$ cat src/rtl/cell_selector_if.sv
// Cursor/button inputs and the seed-grid output of the cell selector.
// The master drives the cursor and KEY; the slave (cell_selector) drives the grid.
interface cell_selector_if #(
  parameter int N     = 16,
  parameter int SEL_W = 4
);
  logic                    KEY;
  logic [SEL_W-1:0]        counterValue1;
  logic [SEL_W-1:0]        counterValue2;
  logic [N-1:0][N-1:0]     userInput;

  modport master (
    output KEY,
    output counterValue1,
    output counterValue2,
    input  userInput
  );

  modport slave (
    input  KEY,
    input  counterValue1,
    input  counterValue2,
    output userInput
  );
endinterface

$ cat src/rtl/cell_selector.sv
// Editable NxN seed grid: each synchronized KEY press toggles the cell under the cursor.
// Cell flips on the 3rd edge that samples KEY low; output is purely registered.
module cell_selector #(
  parameter int N     = 16,
  parameter int SEL_W = 4
) (
  input logic             clk,
  input logic             reset,
  cell_selector_if.slave  bus
);

  logic                r_k1;
  logic                r_k2;
  logic                r_kp;
  logic [N-1:0][N-1:0] r_grid;
  logic                w_press;

  // Falling edge of the synchronized button, one cycle wide.
  assign w_press = r_kp & ~r_k2;

  always_ff @(posedge clk or negedge reset) begin
    if (!reset) begin
      r_k1   <= 1'b1;
      r_k2   <= 1'b1;
      r_kp   <= 1'b1;
      r_grid <= '0;
    end else begin
      r_k1 <= bus.KEY;
      r_k2 <= r_k1;
      r_kp <= r_k2;
      if (w_press)
        r_grid[bus.counterValue1][bus.counterValue2] <= ~r_grid[bus.counterValue1][bus.counterValue2];
    end
  end

  assign bus.userInput = r_grid;

endmodule

$ cat src/flat_wrapper.sv
// flat-port wrapper written by rule: the top's interface ports become plain ports
module cell_selector_flat 
#(
  parameter int N     = 16,
  parameter int SEL_W = 4
)
  (clk, reset, bus_KEY, bus_counterValue1, bus_counterValue2, bus_userInput);
  cell_selector_if #(.N(N), .SEL_W(SEL_W)) bus_i ();
  input logic clk;
  input logic reset;
  input wire logic [$bits(bus_i.KEY)-1:0] bus_KEY;
  input wire logic [$bits(bus_i.counterValue1)-1:0] bus_counterValue1;
  input wire logic [$bits(bus_i.counterValue2)-1:0] bus_counterValue2;
  output wire logic [$bits(bus_i.userInput)-1:0] bus_userInput;
  assign bus_i.KEY = bus_KEY;
  assign bus_i.counterValue1 = bus_counterValue1;
  assign bus_i.counterValue2 = bus_counterValue2;
  assign bus_userInput = bus_i.userInput;
  cell_selector #(.N(N), .SEL_W(SEL_W)) u_core (.clk(clk), .reset(reset), .bus(bus_i));
endmodule
$ cat config.mk
export PLATFORM = sky130hd
export DESIGN_NAME = cell_selector_flat
export DESIGN_NICKNAME = d
export VERILOG_FILES = /design/src/rtl/cell_selector_if.sv /design/src/rtl/cell_selector.sv /design/src/flat_wrapper.sv
export SDC_FILE = /design/constraint.sdc
export NUM_CORES = 1
export LEC_CHECK = 0
export ABC_AREA = 1
export CELL_PAD_IN_SITES_DETAIL_PLACEMENT = 1
export CELL_PAD_IN_SITES_GLOBAL_PLACEMENT = 2
export CORE_MARGIN = 8
export CORE_UTILIZATION = 25
export CTS_CLUSTER_DIAMETER = 50
export DETAILED_ROUTE_END_ITERATION = 16
export PLACE_DENSITY = 0.77
export SKIP_LAST_GASP = 1
export SLEW_MARGIN = 0
export SYNTH_ARGS = -nofsm -noshare
export SYNTH_HDL_FRONTEND = slang
export SYNTH_SLANG_ARGS = --single-unit
$ cat constraint.sdc
create_clock -name clk -period 3.7 [get_ports clk]
set_input_delay 0.555 -clock clk [delete_from_list [all_inputs] [get_ports clk]]
set_output_delay 0.555 -clock clk [all_outputs]
set_load 0.02 [all_outputs]
Yosys cells after proc, flatten, opt, wreduce, memory -nomap -nowiden
Cells that the tools add are included.
{ "totals": {"ff_bits": 259, "input_bits": 11, "output_inout_bits": 256, "word_cells": 37} }
{ "classes": {"magnitude_cmp": 4, "n_mux": 9, "bitwise_logic": 3, "n_reduce_logical": 2} }
{ "ops": {"columns": ["operator", "n"], "rows": [
  ["bitwise mux 256 bit", 1],
  ["binary-select mux 16 bit (select 4 bit)", 1],
  ["demux 16 bit (select 4 bit)", 1],
  ["two-way mux 16 bit", 2],
  ["less-than comparator 4 x 5 -> 1 bit (second input constant)", 2],
  ["greater-or-equal comparator 4 x 1 -> 1 bit (second input constant)", 2],
  ["binary-select mux 1 bit (select 4 bit)", 1],
  ["demux 1 bit (select 4 bit)", 1],
  ["logical AND 1 bit", 2],
  ["two-way mux 1 bit", 2],
  ["NOT 1 bit", 2],
  ["AND 1 bit", 1]
]} }

Longest topological paths before layout
Gate-level depths: netlist (run 1).
{ "logic_depth": {"ltp_word": 7, "ltp_mapped": 18, "ltp_nobuf": 15} }

Worst setup path before layout (run 1)
Ideal clock, no wire load.
{ "synth_timing": {"path_kind": "input to register", "from": "input port bus_counterValue1[0]", "to": "register u_core.r_grid (netlist bit u_core.bus.userInput[177])", "setup_time_ns": 0.121, "arrival_time_ns": 2.171, "t_required_ns": 3.579, "setup_slack_ns": 1.409, "stages": 18, "n_path_buf": 4, "path_cell_list": "inv_2 -> buf_2 -> buf_2 -> nor2_1 -> o21bai_1 -> nand2_1 -> nand2_1 -> nand2_1 -> o21ai_0 -> nand2_1 -> nor2_1 -> nor2_1 -> nor2_1 -> nand2_1 -> buf_2 -> buf_2 -> nand2_1 -> nand2_1"} }
{ "synth_between": {"elab_chain_len": 6, "word_cells_on_any_way": 11, "cone_classes": "2 x order compare; 7 x mux; 1 x bitwise; 1 x reduce/logical"} }
{ "synth_rtl": {"columns": ["element", "line", "rtl"], "rows": [
  ["from (decl)", "flat_wrapper.sv:12", "input wire logic [$bits(bus_i.counterValue1)-1:0] bus_counterValue1;"],
  ["binary-select mux 16 bit (select 4 bit)", "cell_selector.sv:32", "r_grid[bus.counterValue1][bus.counterValue2] <= ~r_grid[bus.counterValue1][bus.counterValue2];"],
  ["two-way mux 16 bit (implied by the code)", "cell_selector.sv:32", null],
  ["binary-select mux 1 bit (select 4 bit)", "cell_selector.sv:32", null],
  ["two-way mux 1 bit (implied by the code)", "cell_selector.sv:32", null],
  ["NOT 1 bit", "cell_selector.sv:32", null],
  ["bitwise mux 256 bit (*)", "cell_selector.sv:32", null],
  ["to (signal, indexed assignment)", "cell_selector.sv:32", null],
  ["to (decl)", "cell_selector.sv:15", "logic [N-1:0][N-1:0] r_grid;"]
]} }
Every way passes the cells marked *; elsewhere a longest branch is shown, timed or not. The select of a mux whose other input is x is not followed.
A chain may end at the register's enable or synchronous reset.

Worst setup path after layout (run 1)
{ "layout_timing": {"from": "input port bus_counterValue1[2]", "to": "register u_core.r_grid (netlist bit u_core.bus.userInput[40])"} }
Same word-level chain as after synthesis.

==> flow_metrics.py, run 1 <==
metrics = {
    "layout": {
        "final_common_cell": "nand2_1",
        "final_cell_mix": "nand2_1, inv_1, nor2_1",
        "syn2layout_area_growth_pct": 35.82,
        "final_core_util": 0.3436,
        "drive_above_1_share": 0.08101,
        "multi_input_area_um2": 7094,
        "fin_area_um2": 20740,
        "fillers": 7540,
        "diodes": 0,
        "nNetsFinal": 2664,
        "register_area_um2": 6485,
    },
    "setup_path": {
        "crit_type": "in2reg",
        "crit_family": "simple AND/OR/NAND/NOR gates",
        "crit_path_end_kind": "flip-flop",
        "r2r_slack_ns": 1.32,
        "crit_required_ns": 4.17,
        "arrival_ns": 3.30,
        "critical-path-max-stage-delay_ns": 0.51,
        "cp_cell_sequence": "clkdlybuf4s50_1 -> inv_1 -> nand2_1 -> inv_1 -> nand2_1 -> nand2_1 -> o21ai_0 -> nand2_1 -> nor2_1 -> nor2_1 -> nor2_1 -> nand2_4 -> buf_12 -> nand2_1 -> nand2_1",
        "start_kind": "primary input",
        "crit_top_cell": "nand2_1",
        "cp_slowest_cell": "clkdlybuf4s50_1",
        "cp_max_fo": 95,
        "path_buf_inv": 4,
    },
    "logic_synthesis": {
        "synth_fp_nets": 2419,
        "synth_top_area_share": 0.4195,
        "synth_area_um2": 15270,
        "yosys.area.top_type": "dfrtp_1",
        "netlist_instances": 2408,
        "synth_area_leaders": "dfrtp_1, nand2_1, inv_1",
        "ys_ff_latch": 259,
        "ys_types": 16,
        "avgSynthCellArea_um2": 6.341,
        "synth-seq-area-share": 0.4247,
        "ys_warn_count": 0,
    },
    "placed_design": {
        "port_buffers": 266,
        "gp_congestion": 0.7996,
        "postPlaceCellArea_um2": 19010,
        "dp_hpwl_um": 52410,
    },
    "global_route": {
        "grt_overflow": 0,
        "grt_use_total": 0.2096,
        "grt_pass1_vias": 17470,
        "use_met2": 0.3596,
        "gr-max-usage-layer": "met2",
        "antenna_found_initial": 1,
        "use_met3": 0.03701,
        "grt_max_degree": 96,
        "grt_use_met1": 0.2617,
        "grt_pass1_wl_um": 111900,
    },
    "clock_tree": {
        "htree_levels": 2,
        "cts_resized": 0,
        "post_cts_buffers": 0,
        "clock_latency_ns": 0.59,
        "cts.sinks": 259,
        "cts_buffers": 49,
        "cts_tree": "built",
        "cts_buffer_depth": 3,
        "clk_pin_slew_ns": 0.05,
        "cts_root_buf": "clkbuf_16",
        "holdBufCountCts": 0,
    },
    "timing": {
        "worst_slew_pin_slew_ns": 1.129,
        "fin_crit_ns": 2.836,
        "slew_viol_final": 0,
        "hold_violations": 0,
        "maxSlewHeadroom": 0.2463,
        "grt_setup_unrepaired": "no",
        "holdWs_ns": 0.009309,
        "fin_tns_setup_ns": 0,
        "fin_skew_ns": 0.01815,
        "setup_violations": 0,
        "finalCritPeriodShare": 0.7665,
        "fmax_mhz": 352.6,
    },
    "detailed_routing": {
        "viasPerCell": 4.734,
        "antenna_left": 0,
        "drt-total-wl_um": 73990,
        "post_drt_wl_per_cell_um": 21.30,
        "dr.pass1.iters": 5,
        "drcViolationCount": 0,
        "drt_iter0_markers": 889,
        "vias": 16440,
    },
    "power_and_ir_drop": {
        "leakagePower_nw": 9.962,
        "p_seq_frac": 0.333,
        "p_int_mw": 6.473,
        "pwr-share-clk": 0.532,
        "p_sw_mw": 2.554,
        "power.total_mw": 9.027,
        "ir_worst_vdd_v": 0.0003058,
        "power_frac_comb": 0.135,
        "sw_frac_of_total": 0.2829,
        "power_density_nw_per_um2": 435.3,
    },
    "floorplan": {
        "num_io_pins": 267,
        "die_w_um": 263.1,
        "fp.dieArea_um2": 69240,
        "die_y_um": 263.1,
        "start_util": 0.2530,
        "design.core.area_um2": 60360,
        "rows": 90,
    },
    "min_path": {
        "min_path_type": "in2async",
    },
    "job": {
        "cap_violations": 0,
    },
    "outcome": {
        "outcome": "completed",
    },
}
[layout make-up]
type | instances | area share
Multi-Input combinational cell | 1715 | 0.3421
Sequential cell | 259 | 0.3127
Timing Repair Buffer | 327 | 0.1600
Clock buffer | 70 | 0.06932
Inverter | 301 | 0.05484
Tap cell | 782 | 0.04718
Clock inverter | 19 | 0.01394
[through the flow]
step,worst slack (ns),instances
6_report,0.8641,3473
2_1_floorplan,1.409,2408
4_1_cts,0.8479,3473
5_1_grt,0.5792,3473
3_5_place_dp,0.2161,3384
3_3_place_gp,0.2475,3384
[sequential cells by signal, indices dropped and copies added, names as in the netlist]
| name | count |
|---|---|
| u_core.r_k2 | 1 |
| u_core.r_kp | 1 |
| u_core.bus.userInput | 256 |
| u_core.r_k1 | 1 |
[synthesized netlist by cell type, drive strengths merged]
| master | instances |
|---|---|
| nand2 | 1014 |
| inv | 285 |
| nor2 | 278 |
| dfrtp | 256 |
| nor3 | 204 |
| o21ai | 137 |
| clkbuf | 78 |
| or2 | 68 |
| buf | 55 |
| clkinv | 16 |
| o21bai | 14 |
| dfstp | 3 |
[kinds of logic after synthesis]
family	count (synthesis)	share of synthesized area
flip-flops	259	0.4247
AO/OA/AOI/OAI	151	0.05179
AND/OR/NAND/NOR	1564	0.4123
buffers and inverters	434	0.1112
[path summary, 6_finish.rpt]
path,startpoint,endpoint,cells after the start
min in group clk,u_core.r_k1$_DFF_PN1_,u_core.r_k2$_DFF_PN1_,0
setup / recovery,bus_counterValue1[2],u_core.bus.userInput[40]$_DFFE_PN0P_,15
hold / removal,reset,u_core.bus.userInput[219]$_DFFE_PN0P_,1
hold reg to reg,u_core.r_k1$_DFF_PN1_,u_core.r_k2$_DFF_PN1_,0
max in group asynchronous,reset,u_core.r_kp$_DFF_PN1_,2
setup reg to reg,u_core.bus.userInput[196]$_DFFE_PN0P_,u_core.bus.userInput[40]$_DFFE_PN0P_,14
[routing by layer]
layer / share of wire / vias to the layer above
met5: 0.00018 / -
met4: 0.035 / 2
met3: 0.049 / 122
met2: 0.49 / 412
met1: 0.43 / 8155
li1: - / 7751
[power groups by stage]
stage / sequential (mW) / clock [mW] / combinational, mW
2_1_floorplan: 3.12 / 0 / 0.546
3_3_place_gp: 3.05 / 0 / 1.23
3_5_place_dp: 3.05 / 0 / 1.24
4_1_cts: 3.01 / 4.89 / 1.25
5_1_grt: 3.01 / 5.02 / 1.33
6_report: 3.01 / 4.80 / 1.22
(Power assumes the default switching activity.)
==> inputs of run 2 (changes only) <==
Settings changed: PLACE_DENSITY 0.77 to 0.8.
Clock period 3.7 ns to 2.4 ns, I/O delays scaled along.
==> run 2 against run 1 <==
Critical path depth up 3. Non-clock buffer count up 116. Power up 58%. Critical path type unchanged. Largest cell class unchanged. Highest routed layer unchanged.
==> flow_metrics.py, run 2 (synthesized netlist as in run 1, its figures left out) <==
metrics = {
    "detailed_routing": {
        "dr.pass1.iters": 5,
        "drcViolationCount": 0,
        "post_drt_wl_per_cell_um": 21.22,
        "viasPerCell": 4.705,
        "drt-total-wl_um": 76290,
        "vias": 16910,
        "antenna_left": 0,
        "drt_iter0_markers": 909,
    },
    "layout": {
        "final_common_cell": "nand2_1",
        "register_area_um2": 6486,
        "multi_input_area_um2": 7162,
        "diodes": 0,
        "syn2layout_area_growth_pct": 44.70,
        "nNetsFinal": 2783,
        "fillers": 7512,
        "drive_above_1_share": 0.1248,
        "fin_area_um2": 22090,
        "final_cells": 3595,
        "final_core_util": 0.3661,
        "largest_reg_flops": 256,
        "final_cell_mix": "nand2_1, inv_1, nor2_1",
    },
    "setup_path": {
        "crit_path_end_kind": "flip-flop",
        "crit_top_cell": "nand2_1",
        "cp_max_fo": 25,
        "critical-path-max-stage-delay_ns": 0.25,
        "crit_type": "in2reg",
        "path_buf_inv": 5,
        "cp_cell_sequence": "buf_4 -> inv_4 -> buf_4 -> nor2_1 -> o21ai_1 -> nand2_1 -> nand2_1 -> nand2_1 -> o21ai_0 -> nand2_1 -> nor2_1 -> nor2_1 -> nor2_4 -> buf_12 -> nand2_4 -> clkbuf_16 -> nand2_1 -> nand2_1",
        "start_kind": "primary input",
        "cp_slowest_cell": "buf_4",
        "crit_family": "simple AND/OR/NAND/NOR gates",
        "arrival_ns": 2.81,
        "crit_required_ns": 2.86,
    },
    "floorplan": {
        "num_io_pins": 267,
        "start_util": 0.2530,
        "die_y_um": 263.1,
        "die_w_um": 263.1,
        "design.core.area_um2": 60360,
        "fp.dieArea_um2": 69240,
        "rows": 90,
    },
    "power_and_ir_drop": {
        "sw_frac_of_total": 0.2926,
        "pwr-share-clk": 0.515,
        "p_sw_mw": 4.181,
        "power_frac_comb": 0.161,
        "p_seq_frac": 0.323,
        "power_density_nw_per_um2": 646.6,
        "power.total_mw": 14.29,
        "leakagePower_nw": 10.70,
        "p_int_mw": 10.11,
        "ir_worst_vdd_v": 0.0005031,
    },
    "timing": {
        "slew_viol_final": 0,
        "fin_skew_ns": 0.01860,
        "fin_tns_setup_ns": 0,
        "setup_violations": 0,
        "worst_slack_ns": 0.05178,
        "holdWs_ns": 0.1848,
        "finalCritPeriodShare": 0.9784,
        "fin_crit_ns": 2.348,
        "maxSlewHeadroom": 0.5608,
        "hold_violations": 0,
        "fmax_mhz": 425.9,
        "worst_slew_pin_slew_ns": 0.6581,
    },
    "global_route": {
        "antenna_found_initial": 1,
        "grt_use_total": 0.2072,
        "grt_max_degree": 66,
        "grt_pass1_wl_um": 111200,
        "grt_overflow": 0,
        "grt_pass1_vias": 17670,
    },
    "clock_tree": {
        "cts_buffers": 49,
        "htree_levels": 2,
        "clk_pin_slew_ns": 0.05,
        "cts_tree": "built",
        "cts_root_buf": "clkbuf_16",
        "cts.sinks": 259,
        "cts_buffer_depth": 3,
        "clock_latency_ns": 0.58,
    },
    "placed_design": {
        "dpl.cell_count": 3483,
        "dp_hpwl_um": 54520,
        "place_ws_ns": -0.6522,
        "postPlaceCellArea_um2": 19960,
        "gp_congestion": 0.8191,
        "port_buffers": 266,
    },
    "min_path": {
        "min_path_type": "in2reg",
    },
    "job": {
        "cap_violations": 0,
    },
    "outcome": {
        "outcome": "completed",
    },
}
## run 2: cell types whose count changed in the layout (fill, tap and decap cells not counted), sizes merged
cell           change
buf              +108
clkinv             +6
clkinvlp           +4
clkbuf             +3
nand2              +2
bufinv             -1
clkdlybuf4s50      -1
dlygate4sd3        +1
dlymetal6s2s       +1
inv                -1
## run 2: power groups by stage
stage | registers, mW | logic [mW] | clock network [mW]
floorplan | 4.81 | 0.842 | 0
global placement | 4.69 | 2.07 | 0
detailed placement | 4.69 | 2.09 | 0
CTS | 4.62 | 2.09 | 7.51
global route | 4.64 | 2.47 | 7.67
finish | 4.62 | 2.30 | 7.36
## run 2: worst paths after layout
path                                                       start  slack (ns)                                     to  cells after the start
max                                         bus_counterValue1[0]        0.05  u_core.bus.userInput[228]$_DFFE_PN0P_                     18
max in group asynchronous                                  reset        1.23  u_core.bus.userInput[195]$_DFFE_PN0P_                      3
max reg2reg                u_core.bus.userInput[145]$_DFFE_PN0P_        0.07  u_core.bus.userInput[228]$_DFFE_PN0P_                     15
min in group asynchronous                                  reset        0.36  u_core.bus.userInput[101]$_DFFE_PN0P_                      2
min                                                      bus_KEY        0.18                  u_core.r_k1$_DFF_PN1_                      1
min reg2reg                                u_core.r_k1$_DFF_PN1_        0.36                  u_core.r_k2$_DFF_PN1_                      0
## run 2: layer usage
layer / wire length, um / global-route usage
met5: 13 / 0
met4: 2672 / 0.06607
met3: 3979 / 0.04083
met2: 37290 / 0.3615
met1: 32330 / 0.2549
## run 2: cell type report
cell class | instances | area share
Multi-Input combinational cell | 1717 | 0.3241
Sequential cell | 259 | 0.2936
Timing Repair Buffer | 443 | 0.2074
Clock buffer | 66 | 0.06348
Inverter | 301 | 0.05164
Tap cell | 782 | 0.04428
Clock inverter | 26 | 0.01512
Timing Repair inverter | 1 | 0.0003398
## run 2: worst register-to-register path: stages, from the launching register on
cell	delay [ns]
dfrtp_1	0.39
nor2_1	0.06
o21ai_1	0.22
nand2_1	0.12
nand2_1	0.10
nand2_1	0.10
o21ai_0	0.16
nand2_1	0.07
nor2_1	0.10
nor2_1	0.07
nor2_4	0.15
buf_12	0.13
nand2_4	0.13
clkbuf_16	0.24
nand2_1	0.09
nand2_1	0.06
## run 2: timing repair
action	4_1_cts	5_1_grt
buffers inserted	0	8
endpoints found under the setup margin	56	256
pin swaps	0	6
hold buffers	1	0
endpoints found under the hold margin	51	0
gates resized for setup	1	27
cloned	0	11
